==> src/rtl/cpu_run_ctl.sv <==
// cpu_run_ctl: run/halt/boot FSM with timed boot_clear, held interrupt request and boot counter.
// Single-step support is compiled in only when CPU_SINGLE_STEP_EN is defined.
module cpu_run_ctl #(
    parameter int unsigned BOOT_CYCLES = 4,
    parameter int unsigned CNT_W       = 8
) (
    input  logic             cpu_clk,
    input  logic             reset,
    input  logic             boot,
    input  logic             halt,
    input  logic             interrupt,
    input  logic             step_req,
    input  logic             cpu_err,
    input  logic             int_ack,
    output logic             run,
    output logic             boot_clear,
    output logic             int_pending,
    output logic             step_done,
    output logic [2:0]       state,
    output logic [CNT_W-1:0] boot_count
);

    typedef enum logic [2:0] {
        S_HALTED = 3'd0,
        S_BOOT   = 3'd1,
        S_RUN    = 3'd2,
        S_STEP   = 3'd3,
        S_ERR    = 3'd4
    } state_t;

    state_t     cur_state;
    logic       boot_q;
    logic       int_q;
    logic       booted;
    logic [7:0] boot_cnt;
    logic       boot_rise;
    logic       int_rise;
    logic       step_go;

    assign boot_rise = boot & ~boot_q;
    assign int_rise  = interrupt & ~int_q;

`ifdef CPU_SINGLE_STEP_EN
    assign step_go = step_req;
`else
    logic unused_step_req;
    assign unused_step_req = step_req;
    assign step_go         = 1'b0;
`endif

    assign state      = cur_state;
    assign run        = (cur_state == S_RUN) || (cur_state == S_STEP);
    assign boot_clear = (cur_state == S_BOOT);

    always_ff @(posedge cpu_clk or posedge reset) begin
        if (reset) begin
            cur_state   <= S_HALTED;
            boot_q      <= 1'b0;
            int_q       <= 1'b0;
            booted      <= 1'b0;
            boot_cnt    <= '0;
            boot_count  <= '0;
            int_pending <= 1'b0;
            step_done   <= 1'b0;
        end else begin
            boot_q    <= boot;
            int_q     <= interrupt;
            step_done <= 1'b0;

            if (boot_rise) begin
                cur_state <= S_BOOT;
                boot_cnt  <= 8'(BOOT_CYCLES - 1);
                if (boot_count != '1)
                    boot_count <= boot_count + 1'b1;
            end else begin
                case (cur_state)
                    S_BOOT: begin
                        if (boot_cnt == '0) begin
                            booted    <= 1'b1;
                            cur_state <= halt ? S_HALTED : S_RUN;
                        end else begin
                            boot_cnt <= boot_cnt - 1'b1;
                        end
                    end
                    S_RUN: begin
                        if (cpu_err)
                            cur_state <= S_ERR;
                        else if (halt)
                            cur_state <= S_HALTED;
                    end
                    S_HALTED: begin
                        // A step request wins over a held halt; that is what single-step is for.
                        if (step_go)
                            cur_state <= S_STEP;
                        else if (!halt && booted)
                            cur_state <= S_RUN;
                    end
`ifdef CPU_SINGLE_STEP_EN
                    S_STEP: begin
                        if (cpu_err) begin
                            cur_state <= S_ERR;
                        end else begin
                            cur_state <= S_HALTED;
                            step_done <= 1'b1;
                        end
                    end
`endif
                    S_ERR:   cur_state <= S_ERR;
                    default: cur_state <= S_HALTED;
                endcase
            end

            // Boot edge flushes any held request, even one arriving in the same cycle.
            if (boot_rise)
                int_pending <= 1'b0;
            else if (int_rise)
                int_pending <= 1'b1;
            else if (int_ack)
                int_pending <= 1'b0;
        end
    end

endmodule

==> config.mk <==
export PLATFORM = sky130hd
export DESIGN_NAME = cpu_run_ctl
export DESIGN_NICKNAME = d
export VERILOG_FILES = /design/src/rtl/cpu_run_ctl.sv
export SDC_FILE = /design/constraint.sdc
export NUM_CORES = 1
export LEC_CHECK = 0
export ABC_CLOCK_PERIOD_IN_PS = 4700
export BUFFER_PORTS_ARGS = -buffer_cell sky130_fd_sc_hd__buf_2
export CAP_MARGIN = 20
export CORE_MARGIN = 2
export CORE_UTILIZATION = 28
export DETAILED_ROUTE_END_ITERATION = 16
export SYNTH_ARGS = -nofsm -noshare
export SYNTH_HDL_FRONTEND = slang
export SYNTH_SLANG_ARGS = --single-unit
==> constraint.sdc <==
create_clock -name cpu_clk -period 4.7 [get_ports cpu_clk]
set_input_delay 1.175 -clock cpu_clk [delete_from_list [all_inputs] [get_ports cpu_clk]]
set_output_delay 1.175 -clock cpu_clk [all_outputs]
set_load 0.05 [all_outputs]
Yosys cells after proc, flatten, opt, wreduce, memory -nomap -nowiden
Cells that the tools add are included.
{"block": "word_totals", "regBits": 23, "inputBits": 8, "out_inout_bits": 15, "elab_cells": 47}
{"block": "op_classes", "add_sub_neg": 2, "eq_ne": 9, "mux": 13, "bitwise_logic": 5, "reduce_logical": 11}
{"operator": "$mux W8", "n": 3}
{"operator": "$mux W3", "n": 5}
{"operator": "$pmux W3 S4", "n": 1}
{"operator": "$add A8 B1 Y8 const B", "n": 1}
{"operator": "$logic_not A8 Y1", "n": 1}
{"operator": "$ne A8 B8 Y1 const B", "n": 1}
{"operator": "$sub A8 B1 Y8 const B", "n": 1}
{"operator": "$eq A3 B2 Y1 const B", "n": 2}
{"operator": "$reduce_and A3 Y1", "n": 2}
{"operator": "$ne A4 B4 Y1 const B", "n": 1}
{"operator": "$reduce_and A2 Y1", "n": 2}
{"operator": "$eq A3 B1 Y1 const B", "n": 1}
{"operator": "$eq A3 B3 Y1 const B", "n": 1}
{"operator": "$logic_not A3 Y1", "n": 1}
{"operator": "$mux W1", "n": 3}
{"operator": "$ne A3 B1 Y1 const B", "n": 1}
{"operator": "$ne A3 B3 Y1 const B", "n": 1}
{"operator": "$not A1 Y1", "n": 3}
{"operator": "$reduce_bool A3 Y1", "n": 1}
{"operator": "$and A1 B1 Y1", "n": 2}
{"operator": "$mux W2", "n": 1}
{"operator": "$ne A2 B2 Y1 const B", "n": 1}
{"operator": "$reduce_bool A2 Y1", "n": 1}
{"operator": "$logic_and A1 B1 Y1", "n": 1}
{"operator": "2 further kinds", "n": 2}

Logic depth before layout (Yosys ltp)
Gate-level depths: netlist of run 1.
{"block": "depth", "depth_word": 5, "mapped_depth": 6, "ltp_nobuf": 6}

Worst setup path before layout of run 1
OpenSTA, ideal clock, no wires.
{"block": "synth_path", "path_type": "reg-to-output", "start": "reg cur_state[1], in the netlist state[1]", "end": "out run", "arrival_ps": 1570, "t_required_ps": 3525, "path_slack_ps": 1955, "stages_incl_launch_ff": 2, "n_path_buf": 0, "path_cell_list": "dfrtp_1 -> nor2b_1"}
{"block": "synth_between", "elab_chain_cells": 2, "word_cells_on_any_way": 3, "classes_between": "2 x eq/ne; 1 x reduce/logical"}
{"element": "from (decl)", "line_no": "31", "source": "state_t cur_state;"}
{"element": "from (signal assigned)", "line_no": "80", "source": "cur_state <= halt ? S_HALTED : S_RUN;"}
{"element": "$eq A3 B2 Y1", "line_no": "52", "source": "assign run = (cur_state == S_RUN) || (cur_state == S_STEP);"}
{"element": "$logic_or A1 B1 Y1 (*)", "line_no": "52"}
{"element": "to (decl)", "line_no": "15", "source": "output logic run,"}
Mark *: on every way between the ends. The rest lies on a longest branch, timed or not.

Worst setup path in the final report of run 1
{"block": "layout_path", "start": "reg cur_state[1], in the netlist state[1]", "end": "out boot_clear"}
{"block": "layout_between", "elab_chain_cells": 1}
{"element": "$eq A3 B1 Y1", "line_no": "53", "source": "assign boot_clear = (cur_state == S_BOOT);"}
{"element": "to (decl)", "line_no": "16", "source": "output logic boot_clear,"}
Every way passes these cells.

==> results.md, run 1 <==
* TritonCTS clock tree: done
* Yosys reg bits at 23
* # port buffers at 20
* Final Slew Violations at 0
* Max frequency at 372 MHz
* Initial Util at 29.1%
* Hpwl dp at 1750 µm
* Arrival @ worst endpoint at 1520 ps
* DRC at 0
* MaxCap Viol Count at 0
* Via/cell ratio at 4.91
* Sum Neg Setup Slack at 0 ps
* Vias in the first global route at 941
* Clock-pin slew on the worst setup and hold paths at 70 ps
* FILL cells at 389
* Layout cells sized above 1 at 25.4%
* Net count, final at 146
* Sink Count at 23
* Unrepaired setup endpoints after global routing: no
* Clk Latency, worst-skew pair at 270 ps
* Post-Place Cells at 180
* WL final at 2340 µm
* Synth Net Count at 122
* Worst min-delay path class: reg -> reg
* Cells after Synth at 111
* DR pass1 iterations at 4
* Power per cell area at 686 mW/mm²
* VDD IR max at 0.338 mV
* Main synth FF type: dfrtp_1
* Max stage delay on crit path at 460 ps
* Netlist cell types at 37
* Syn avg cell area at 10.5 µm²
* CP top delay family: simple AND/OR/NAND/NOR gates
* Tot GR Track Use at 10.9%
* Largest net degree at the start of global routing at 24
* Worst Max-Slew Pin Slew at 856 ps
* Chip height at 68.5 µm
* Tmin final at 2690 ps
* CP max FO at 10
* H-tree depth at 1
* Via Count at 904
* Critical-path top delay cell: nor3b_4
* Final ANT Viol Nets at 0
* Final worst-path cycle share at 57.2%
* Post-CTS Resized at 0
* Post-route insts no fill at 184
* Setup Skew at 12.2 ps
* Crit path kind: reg -> out
* Status: finished, final reports clean
* Critical-path cell list: nor3b_4 -> buf_2
* CP Launch Type: flip-flop
* CP endpoint kind: primary output
* Final hold viol count at 0
* Post-synth EDFFs at 0
* Core area at 0.00400 mm²
* Yosys warning count at 0
* Async S/R FF share, synth at 100%
* Die Area at 0.00469 mm²
* Clk root buf: clkbuf_8
* Hold_buf cts at 0
* Seq/Total Area, Yosys at 49.5%
* Row Count at 23
* WL/cell at 12.7 µm
* Req. time, crit path at 3520 ps
* Slew HR at 42.9%
* 1st-iter DRT viols at 10
* Leading cell type in the layout, fill and taps excluded: dfrtp_1
* CP Buf/Inv Count at 1
* Most frequent cells in the layout: dfrtp_1 (23), buf_2 (20), nor2_1 (10)
* Initial antenna violation count at 0
* Endpoints failing setup at 0
* P&R area growth vs syn at 17.4%
* Static Leakage at 0.000634 µW
* Post-CTS Repair Setup Buffers at 0
* Gpl congestion at 0.772
* Cell Area, Synth at 0.00116 mm²
* Die width at 68.5 µm
* Diodes inserted at 0
* I/O pins at 23
* GRT overflow at 0
* Total CTS buffers at 3
* Bufs on Longest Clock Path at 2
* First-pass GRT wire length at 3920 µm
## sequential cells by signal, indices dropped and copies added (netlist names)
register,cells
boot_cnt,8
state,3
int_pending,1
booted,1
boot_count,8
boot_q,1
int_q,1
## final cells by class
| type | instances | area, µm² | share of cell area, % |
|---|---|---|---|
| clock buffers | 4 | 45.0 | 3.30 |
| multi-input cells | 81 | 557 | 40.8 |
| flip-flops and latches | 23 | 576 | 42.1 |
| well taps | 50 | 62.6 | 4.58 |
| repair buffers | 21 | 108 | 7.88 |
| inverters | 5 | 18.8 | 1.37 |
## synth_stat cells, types with 2 or more instances
library cell	n	area [µm²]
a31oi_1	2	12.5
mux2_2	2	22.5
nor2_1	10	37.5
o21ai_0	2	10.0
nand2b_1	4	25.0
ha_1	3	37.5
o211ai_1	3	22.5
nand3_1	5	25.0
mux2i_1	2	20.0
nand2_1	8	30.0
nor2b_1	4	25.0
xnor2_1	3	26.3
nand4_1	2	12.5
nor4_1	2	12.5
o31ai_1	2	15.0
nor3_1	3	15.0
a31o_2	3	26.3
a21oi_1	4	20.0
dfrtp_1	23	576
inv_1	5	18.8
and3_1	3	18.8
## cells by family (layout without fill, tap and decap cells)
logic type	count (synthesis)	in the layout	share of synthesized area [%]
multiplexers	4	4	3.66
flip-flops	23	23	49.5
adder cells (fa/ha/maj)	3	3	3.23
XOR/XNOR	4	4	3.01
buffers and inverters	7	30	2.69
AND/OR/NAND/NOR	49	49	24.4
other	1	1	0.322
AO/OA/AOI/OAI	20	20	13.2
## metrics by stage
stage / util, % / instance area [µm²] / setup slack (ps) / total power [µW] / hold slack [ps]
2_1_floorplan: - / 1160 / 1960 / 711 / 438
3_3_place_gp: 33.0 / 1320 / 2300 / 801 / 466
3_5_place_dp: 33.0 / 1320 / 2290 / 819 / 460
4_1_cts: 34.2 / 1370 / 2000 / 943 / 478
5_1_grt: 34.2 / 1370 / 1940 / 1000 / 513
6_report: 34.2 / 1370 / 2010 / 937 / 473
## worst paths after layout
| path | startpoint | to | slack [ps] | cells past startpoint |
|---|---|---|---|---|
| min in group asynchronous | reset | boot_cnt[2] | 1070 | 2 |
| max in group asynchronous | reset | boot_count[7] | 3090 | 2 |
| worst min-delay path | booted | booted | 470 | 1 |
| worst min register to register | booted | booted | 470 | 1 |
| worst max-delay path | state[1] | boot_clear | 2010 | 2 |
| worst max register to register | boot_cnt[0] | boot_cnt[0] | 2880 | 6 |
## worst register-to-register path: stages (launching register included)
cell and delay (ps):
dfrtp_1 380, inv_1 120, ha_1 220, or4b_4 520, o21ai_4 250, xnor2_1 140, nand2_1 70
## report_power, final
| group | total (µW) | internal [µW] | leakage [µW] | switching, µW |
|---|---|---|---|---|
| sequential | 333 | 261 | 0.000286 | 72.9 |
| combinational | 480 | 160 | 0.000325 | 321 |
| clock | 123 | 60.5 | 0.0000228 | 62.7 |
| total | 937 | 481 | 0.000634 | 456 |
## routing by layer
metal | vias up | GRT usage, % | part of all wire [%]
li1 | 443 | - | -
met1 | 436 | 13.9 | 46
met2 | 20 | 18.1 | 49
met3 | 5 | 2.14 | 4.0
met4 | 0 | 4.00 | 1.5
met5 | - | 0 | 0
Note: power is estimated with default switching activity, not from simulation.
==> run 2: changes to the inputs <==
--- a/config.mk
+++ b/config.mk
@@ -5,7 +5,7 @@
 export SDC_FILE = /design/constraint.sdc
 export NUM_CORES = 1
 export LEC_CHECK = 0
-export ABC_CLOCK_PERIOD_IN_PS = 4700
+export ABC_CLOCK_PERIOD_IN_PS = 2250
 export BUFFER_PORTS_ARGS = -buffer_cell sky130_fd_sc_hd__buf_2
 export CAP_MARGIN = 20
 export CORE_MARGIN = 2
==> constraint.sdc (replaced) <==
create_clock -name cpu_clk -period 2.25 [get_ports cpu_clk]
set_input_delay 0.5625 -clock cpu_clk [delete_from_list [all_inputs] [get_ports cpu_clk]]
set_output_delay 0.5625 -clock cpu_clk [all_outputs]
set_load 0.05 [all_outputs]
==> run 2 against run 1 <==
Compared with the run above:
- via count grew 4.2%
- non-clock buffer count grew 2
- clock-buffer cell count shrank 1
- setup slack worse by 1600 ps
- routed wire length fell by 1.5%
- register-to-register slack lost 2500 ps
==> results.md, run 2 (same netlist as run 1, synthesis figures left out) <==
* Status: finished, final reports clean
* Via Count at 942 (+4.2%)
* Sum Neg Setup Slack at 0 ps (unchanged)
* Final hold viol count at 0 (unchanged)
* Layout cells sized above 1 at 27.2% (+1.8 points)
* Pint at 1030 µW (+110%)
* Endpoints failing setup at 0 (unchanged)
* Reg-to-reg endpoint: boot_cnt[0]
* Comb power frac at 51.8% (+0.5 points)
* # port buffers at 20 (unchanged)
* Req. time, crit path at 1690 ps (-1830 ps)
* Arrival @ worst endpoint at 1290 ps (-230 ps)
* First-pass GRT wire length at 3990 µm (+1.8%)
* Total Power at 1990 µW (+110%)
* Worst min-delay path class: in -> async
* Clk Latency, worst-skew pair at 260 ps (about the same)
* Row Count at 23 (unchanged)
* Global route hottest layer: met2
* Largest net degree at the start of global routing at 24 (unchanged)
* CP Launch Type: flip-flop
* Tot GR Track Use at 11.1% (+0.20 points)
* Die width at 68.5 µm (unchanged)
* Setup Skew at 6.20 ps (-5.97 ps)
* Place WS at 424 ps (-1860 ps)
* TritonCTS clock tree: done
* Clk root buf: clkbuf_8
* CP max FO at 5 (-5)
* Final ANT Viol Nets at 0 (unchanged)
* CP endpoint kind: primary output
* Worst r2r src: boot_cnt[0]
* DRC at 0 (unchanged)
* Die Area at 0.00469 mm² (unchanged)
* Hpwl dp at 1750 µm (+0.15%)
* I/O pins at 23 (unchanged)
* Power per cell area at 1440 mW/mm² (+110%)
* 1st-iter DRT viols at 28 (+18)
* Clock Power Share at 12.8% (-0.3 points)
* Unrepaired setup endpoints after global routing: no
* Post-CTS Repair Setup Buffers at 0 (unchanged)
* Setup WS post-layout at 395 ps (-1610 ps)
* Core area at 0.00400 mm² (unchanged)
* Clock-pin slew on the worst setup and hold paths at 80 ps (about the same)
* Total CTS buffers at 3 (unchanged)
* Diodes inserted at 0 (unchanged)
* Post-CTS Resized at 0 (unchanged)
* Static Leakage at 0.000646 µW (+1.9%)
* Vias in the first global route at 957 (+1.7%)
* Max frequency at 539 MHz
* H-tree depth at 1 (unchanged)
* GRT overflow at 0 (unchanged)
* MaxCap Viol Count at 0 (unchanged)
* Crit path kind: reg -> out
* Bufs on Longest Clock Path at 2 (unchanged)
* Net count, final at 148 (+1.4%)
* DR pass1 iterations at 4 (unchanged)
* Switching Share at 48.3% (-0.38 points)
* VDD IR max at 0.713 mV (+110%)
* Most frequent cells in the layout: dfrtp_1 (23), buf_2 (20), nor2_1 (10)
* P&R area growth vs syn at 18.8%
* Leading cell type in the layout, fill and taps excluded: dfrtp_1
* Met2 Track Usage GR at 19.0% (+0.84 points)
* Gpl congestion at 0.792 (+2.6%)
* Sink Count at 23 (unchanged)
* WL/cell at 12.4 µm (-2.5%)
* Grt met3 use at 1.97% (-0.16 points)
* Initial antenna violation count at 0 (unchanged)
* Final Slew Violations at 0 (unchanged)
* R2r worst-path depth at 6 (unchanged)
* Tmin final at 1850 ps
* Psw at 962 µW (+110%)
* Final worst-path cycle share at 82.4%
* WL final at 2310 µm (-1.5%)
* M1 GR Usage at 14.0% (+0.10 points)
* Hold_buf cts at 0 (unchanged)
* Chip height at 68.5 µm (unchanged)
* Initial Util at 29.1% (unchanged)
* Reg power frac at 35.4% (-0.2 points)
* Internal reg-to-reg setup slack at 420 ps (-2460 ps)
* Core Util, Final at 34.6% (+0.41 points)
* Via/cell ratio at 5.06 (+3.1%)
==> run 2: changes by cell type in the layout (fill, tap and decap cells not counted), sizes merged <==
cell / previous run / this run
clkinv: 0 / 1
buf: 21 / 23
clkbuf: 4 / 3
==> run 2: final cells by class <==
cell class / instances / area (µm²)
Fill cell: 398 / 2620
Sequential cell: 23 / 576
Multi-Input combinational cell: 81 / 557
Timing Repair Buffer: 23 / 123
Tap cell: 50 / 62.6
Clock buffer: 3 / 41.3
Inverter: 5 / 18.8
Clock inverter: 1 / 5.00
==> run 2: worst max path at each step <==
stage	start	to	slack [ps]	cells after the start
after global placement	boot_cnt[0]	boot_cnt[0]	470	6
after floorplan	state[1]	run	120	1
after global routing	boot_cnt[0]	boot_cnt[0]	300	6
after CTS	state[1]	run	400	2
final	state[1]	run	400	2
after detailed placement	boot_cnt[0]	boot_cnt[0]	420	6
==> run 2: per-layer routing <==
layer	wire [µm]	share of wire [%]	vias to the layer above
met5	0	0	-
li1	-	-	451
met4	28	1.2	0
met3	82	3.6	5
met2	1170	51	21
met1	1030	45	465
==> run 2: worst max-delay path: stages (launching register included) <==
cell and delay (ps):
dfrtp_1 450, nor2b_1 270, buf_2 310
==> run 2: stage by stage <==
step | cell area, µm² | hold slack [ps] | cells
floorplan | 1160 | 438 | 111
global placement | 1340 | 472 | 182
detailed placement | 1340 | 477 | 182
CTS | 1380 | 336 | 186
global route | 1380 | 358 | 186
finish | 1380 | 327 | 186
==> run 2: power groups by stage <==
stage	Sequential [µW]	Clock, µW	Combinational (µW)
finish	706	254	1030
global route	732	280	1130
CTS	706	262	1040
detailed placement	714	0	1040
global placement	703	0	1010
floorplan	911	0	574
